**src/rtl/mul_sched_pkg.sv**
```systemverilog
// Shared types, default sizes and the round-robin index helper for the
// shared multiplier scheduler.
package mul_sched_pkg;

  localparam int WIDTH_LOG = 2;
  localparam int WIDTH     = 1 << WIDTH_LOG;
  localparam int OUT_WIDTH = 2 * WIDTH;

  typedef enum logic [1:0] {
    IDLE,
    COMPUTE,
    RESP
  } state_t;

  // Requester examined at position 'offset' of the search that starts just after 'last'.
  function automatic int rr_idx(input int last, input int offset, input int nreq);
    return (last + 1 + offset) % nreq;
  endfunction

endpackage

```
**src/rtl/mul_step_core.sv**
```systemverilog
// Shift-and-add multiplier datapath: one conditional add of the shifted
// multiplicand per step, with optional early termination.
module mul_step_core #(
  parameter int WIDTH_LOG  = 2,
  parameter bit CONST_TIME = 1'b0,
  localparam int WIDTH     = 1 << WIDTH_LOG,
  localparam int OUT_WIDTH = 2 * WIDTH
) (
  input  logic                 clk,
  input  logic                 rst_n,
  input  logic                 load,
  input  logic                 step,
  input  logic [WIDTH-1:0]     a_in,
  input  logic [WIDTH-1:0]     b_in,
  output logic                 done,
  output logic [OUT_WIDTH-1:0] acc
);

  logic [WIDTH-1:0]     a_reg;
  logic [WIDTH-1:0]     b_reg;
  logic [WIDTH_LOG:0]   cnt;
  logic [OUT_WIDTH-1:0] a_ext;
  logic [OUT_WIDTH-1:0] addend;

  assign a_ext  = {{WIDTH{1'b0}}, a_reg};
  assign addend = b_reg[0] ? (a_ext << cnt) : '0;

  // Early termination watches b_reg as it shifts, so the step count tracks
  // the msb of the original b rather than always running WIDTH steps.
  always_comb begin
    done = 1'b0;
    if (CONST_TIME) begin
      done = (cnt == (WIDTH_LOG + 1)'(WIDTH));
    end else begin
      done = (cnt == (WIDTH_LOG + 1)'(WIDTH)) || (a_reg == '0) || (b_reg == '0);
    end
  end

  always_ff @(posedge clk) begin
    if (!rst_n) begin
      a_reg <= '0;
      b_reg <= '0;
      acc   <= '0;
      cnt   <= '0;
    end else if (load) begin
      a_reg <= a_in;
      b_reg <= b_in;
      acc   <= '0;
      cnt   <= '0;
    end else if (step && !done) begin
      acc   <= acc + addend;
      b_reg <= b_reg >> 1;
      cnt   <= cnt + 1'b1;
    end
  end

endmodule

```
**src/rtl/mul_share_sched.sv**
```systemverilog
// Round-robin scheduler sharing one shift-and-add multiplier between NREQ
// requesters; each product is returned tagged with its requester index.
module mul_share_sched #(
  parameter int WIDTH_LOG  = mul_sched_pkg::WIDTH_LOG,
  parameter int NREQ       = 4,
  parameter int IDW        = $clog2(NREQ),
  parameter bit CONST_TIME = 1'b0,
  localparam int WIDTH     = 1 << WIDTH_LOG,
  localparam int OUT_WIDTH = 2 * WIDTH
) (
  input  logic                  clk,
  input  logic                  rst_n,
  input  logic [NREQ-1:0]       req_valid,
  output logic [NREQ-1:0]       req_ready,
  input  logic [NREQ*WIDTH-1:0] req_a,
  input  logic [NREQ*WIDTH-1:0] req_b,
  output logic                  rsp_valid,
  input  logic                  rsp_ready,
  output logic [IDW-1:0]        rsp_id,
  output logic [OUT_WIDTH-1:0]  rsp_o,
  output logic                  busy
);

  import mul_sched_pkg::*;

  state_t               state;
  logic [IDW-1:0]       last;
  logic [IDW-1:0]       id_reg;
  logic [IDW-1:0]       cand;
  logic [IDW-1:0]       grant_idx;
  logic                 grant_found;
  logic                 grant_en;
  logic                 load;
  logic                 step;
  logic                 core_done;
  logic [OUT_WIDTH-1:0] core_acc;
  logic [WIDTH-1:0]     a_sel;
  logic [WIDTH-1:0]     b_sel;

  // First valid requester after the previous winner, wrapping modulo NREQ.
  always_comb begin
    grant_found = 1'b0;
    grant_idx   = '0;
    cand        = '0;
    for (int k = 0; k < NREQ; k++) begin
      cand = IDW'(rr_idx(int'(last), k, NREQ));
      if (!grant_found && req_valid[cand]) begin
        grant_found = 1'b1;
        grant_idx   = cand;
      end
    end
  end

  // Held low during reset so a requester already asserting valid sees no accept.
  assign grant_en = rst_n && (state == IDLE) && grant_found;
  assign load     = grant_en;
  assign step     = (state == COMPUTE);
  assign busy     = (state != IDLE);
  assign a_sel    = req_a[grant_idx*WIDTH +: WIDTH];
  assign b_sel    = req_b[grant_idx*WIDTH +: WIDTH];

  always_comb begin
    req_ready = '0;
    if (grant_en) begin
      req_ready[grant_idx] = 1'b1;
    end
  end

  mul_step_core #(
    .WIDTH_LOG  (WIDTH_LOG),
    .CONST_TIME (CONST_TIME)
  ) u_core (
    .clk   (clk),
    .rst_n (rst_n),
    .load  (load),
    .step  (step),
    .a_in  (a_sel),
    .b_in  (b_sel),
    .done  (core_done),
    .acc   (core_acc)
  );

  always_ff @(posedge clk) begin
    if (!rst_n) begin
      state     <= IDLE;
      last      <= IDW'(NREQ - 1);
      id_reg    <= '0;
      rsp_valid <= 1'b0;
      rsp_id    <= '0;
      rsp_o     <= '0;
    end else begin
      case (state)
        IDLE: begin
          if (grant_found) begin
            id_reg <= grant_idx;
            last   <= grant_idx;
            state  <= COMPUTE;
          end
        end
        COMPUTE: begin
          if (core_done) begin
            rsp_o     <= core_acc;
            rsp_id    <= id_reg;
            rsp_valid <= 1'b1;
            state     <= RESP;
          end
        end
        RESP: begin
          if (rsp_ready) begin
            rsp_valid <= 1'b0;
            state     <= IDLE;
          end
        end
        default: state <= IDLE;
      endcase
    end
  end

endmodule

```
**config.mk**
```make
export PLATFORM = sky130hd
export DESIGN_NAME = mul_share_sched
export DESIGN_NICKNAME = d
export VERILOG_FILES = /design/src/rtl/mul_sched_pkg.sv /design/src/rtl/mul_step_core.sv /design/src/rtl/mul_share_sched.sv
export SDC_FILE = /design/constraint.sdc
export NUM_CORES = 1
export LEC_CHECK = 0
export ABC_AREA = 1
export BUFFER_PORTS_ARGS = -buffer_cell sky130_fd_sc_hd__buf_2
export CAP_MARGIN = 15
export CORE_MARGIN = 2
export CORE_UTILIZATION = 40
export DETAILED_ROUTE_END_ITERATION = 16
export SLEW_MARGIN = 40
export SYNTH_ARGS = -nofsm -noshare
export SYNTH_HDL_FRONTEND = slang
export SYNTH_SLANG_ARGS = --single-unit
```
**constraint.sdc**
```tcl
create_clock -name clk -period 2.5 [get_ports clk]
set_input_delay 0.5 -clock clk [delete_from_list [all_inputs] [get_ports clk]]
set_output_delay 0.5 -clock clk [all_outputs]
set_load 0.01 [all_outputs]
```
==> impl_metrics.env <==
export IMPL_wire_per_inst_um=11.2
export IMPL_synth_area_per_cell_um2=6.19
export IMPL_cp_data_required_time_ps=2000
export IMPL_die_area_mm2=0.00663
export IMPL_fillers=605
export IMPL_antenna_found_initial=0
export IMPL_multi_input_area_mm2=0.00154
export IMPL_ant_nets=0
export IMPL_synth_area_mm2=0.00240
export IMPL_crit_path_max_fanout=7
export IMPL_pwr_share_comb_pct=61.7
export IMPL_drtPass1Iterations=4
export IMPL_yosys_warnings=0
export IMPL_worstPathArrival_ps=1880
export IMPL_slowest_delay_ps=390
export IMPL_track_usage_pct=18.6
export IMPL_clockBufferDepth=2
export IMPL_setup_tns_ps=0
export IMPL_p_clk_share_pct=13.2
export IMPL_totalWireLength_um=5890
export IMPL_clk_pin_slew_ps=70
export IMPL_design_area_mm2=0.00300
export IMPL_p_int_mw=1.77
export IMPL_utilization_pct=51.2
export IMPL_rsz0062_at_grt="true"
export IMPL_finalWorstSetupSlack_ps=116
export IMPL_htreeDepth=2
export IMPL_drive_above_1_share_pct=26.8
export IMPL_outcome="complete, no violations"
export IMPL_slowest_stage="dfxtp_4"
export IMPL_cts_root_buf="clkbuf_8"
export IMPL_ys_seq_area_share_pct=30.1
export IMPL_ys_async_sr_fraction_pct=0
export IMPL_synth_seq_cells=36
export IMPL_critPathTopFamily="simple AND/OR/NAND/NOR gates"
export IMPL_dp_hpwl_um=4330
export IMPL_numCtsBuffers=5
export IMPL_boundaryPins=55
export IMPL_grt_pass1_vias=2250
export IMPL_placed_cells=512
export IMPL_switching_power_mw=1.67
export IMPL_grt_max_degree=19
export IMPL_syn_to_final_growth_pct=25.1
export IMPL_post_place_ws_ps=75.4
export IMPL_hold_buffers=0
export IMPL_cts_tree="done"
export IMPL_slew_viol_final=0
export IMPL_nets=499
export IMPL_drt_iter0_drc=62
export IMPL_max_slew_margin_pct=51.2
export IMPL_initial_core_util_pct=41.0
export IMPL_path_class="flop to output pin"
export IMPL_p_total_mw=3.44
export IMPL_gr_total_overflow=0
export IMPL_period_minus_slack_ps=2380
export IMPL_fin_hold_ws_ps=465
export IMPL_synth_nets=436
export IMPL_crit_top_cell="nand2_2"
export IMPL_yosysTopAreaCell="dfxtp_1"
export IMPL_die_y_um=81.4
export IMPL_final_hold_viol_count=0
export IMPL_drc=0
export IMPL_worstSkewPairLatency_ps=290
export IMPL_synthDistinctLibCells=34
export IMPL_synth_edff_count=0
export IMPL_synth_area_leaders="dfxtp_1, nand2_1, nand3_1"
export IMPL_ys_flop_type="dfxtp_1"
export IMPL_coreArea_mm2=0.00585
export IMPL_seqCellArea_um2=733
export IMPL_finClkSkew_ps=4.79
export IMPL_syn_inst=387
export IMPL_post_route_period_util_pct=95.3
export IMPL_fp_row_count=28
export IMPL_crit_buf_inv=3
export IMPL_p_sw_share_pct=48.5
export IMPL_tightest_slew_ps=722
export IMPL_clock_fmax_ghz=0.420
export IMPL_irDropWorstVdd_mv=0.495
export IMPL_gp_congestion=0.867
export IMPL_fin_cells=526
export IMPL_grt_pass1_wl_um=9880
export IMPL_clock_sinks=36
export IMPL_reg_top3="rsp_o: 8 flops, u_core.acc: 8 flops"
export IMPL_placed_cell_area_mm2=0.00274
export IMPL_cp_end_kind="output pin"
export IMPL_hold_path_class="flop to flop"
export IMPL_setup_violations=0
export IMPL_share_seq_of_total_power_pct=25.1
export IMPL_power_density_mw_per_mm2=1150
export IMPL_maxCapViolations=0
export IMPL_critPathLaunchType="flop"
export IMPL_die_w_um=81.4
export IMPL_synthDominantCellAreaShare_pct=30.1
export IMPL_p_leak_nw=1.54
export IMPL_vias=2576
export IMPL_port_buffers=54
export IMPL_antenna_cells=0
export IMPL_viasPerCell=4.90
export IMPL_crit_chain="buf_6 > nand2_2 > nand2_2 > nand2_2 > nand2_2 > nor2_4 > nand2_1 > nor2_1 > a21oi_2 > buf_6 > nor3_2 > buf_2"
-- what timing repair did --
action                                  CTS  global route
gates resized for setup                   6            32
buffers inserted                          0             6
endpoints found under the setup margin    4             7
pin swaps                                 0            17
-- layout make-up --
type	count	area share, %
clock inverter	2	0.459
clock buffer	6	2.75
tap	75	3.13
sequential	36	24.5
inverter	36	4.84
timing repair buffer	68	12.9
multi-input combinational	303	51.5
-- cell usage after synthesis (2+ instances only) --
| cell | number |
|---|---|
| nand2_1 | 148 |
| dfxtp_1 | 36 |
| nor2_1 | 36 |
| inv_1 | 31 |
| nand3_1 | 30 |
| a21oi_1 | 20 |
| o21ai_0 | 20 |
| ha_1 | 9 |
| nand2_2 | 6 |
| nor3_1 | 5 |
| buf_2 | 4 |
| buf_6 | 4 |
| clkbuf_1 | 4 |
| inv_2 | 4 |
| o22ai_1 | 4 |
| a31oi_1 | 3 |
| or2_2 | 3 |
| a22oi_1 | 2 |
| nor2_4 | 2 |
| xor2_1 | 2 |
-- logic make-up after synthesis --
logic type / share of synthesized area [%]
flip-flops: 30.1
AND/OR/NAND/NOR: 41.4
adder cells (fa/ha/maj): 5.53
buffers and inverters: 8.98
AO/OA/AOI/OAI: 12.5
XOR/XNOR: 1.10
multiplexers: 0.418
-- layout by cell type (no fill, tap or decap), drive strengths merged --
cell type / count
nand2: 154
buf: 68
nor2: 39
dfxtp: 36
inv: 36
nand3: 32
a21oi: 21
o21ai: 20
ha: 9
clkbuf: 6
nor3: 5
o22ai: 4
a31oi: 3
or2: 3
xor2: 2
a22oi: 2
clkinv: 2
mux2i: 1
a22o: 1
o311ai: 1
o211ai: 1
xnor2: 1
a211oi: 1
nand3b: 1
nand4: 1
fa: 1
-- final timing paths --
| check | startpoint | end | slack [ps] | depth (start not counted) |
|---|---|---|---|---|
| max | last[0] | req_ready[3] | 120 | 12 |
| min | id_reg[0] | rsp_id[0] | 460 | 2 |
| max reg2reg | u_core.a_reg[0] | u_core.acc[7] | 200 | 14 |
| min reg2reg | id_reg[0] | rsp_id[0] | 460 | 2 |
-- power groups by stage --
stage          combinational, mW  sequential, mW  clock (mW)
2_1_floorplan               1.43           0.871           0
3_3_place_gp                1.90           0.857           0
3_5_place_dp                1.91           0.860           0
4_1_cts                     1.93           0.853       0.463
5_1_grt                     2.43           0.884       0.485
6_report                    2.12           0.862       0.454
-- tightest hold or removal path: cells and delay by family (launching register included) --
family	cells	cell delay [ps]
compound gates	1	60
flops	1	300
buf+inv	1	70
-- metal layers --
| layer | track usage (%) | wire (um) |
|---|---|---|
| met2 | 30.7 | 2680 |
| met3 | 3.41 | 173 |
| met4 | 3.56 | 52 |
| met1 | 25.6 | 2980 |
| met5 | 0 | 0 |
(Power assumes the default switching activity.)
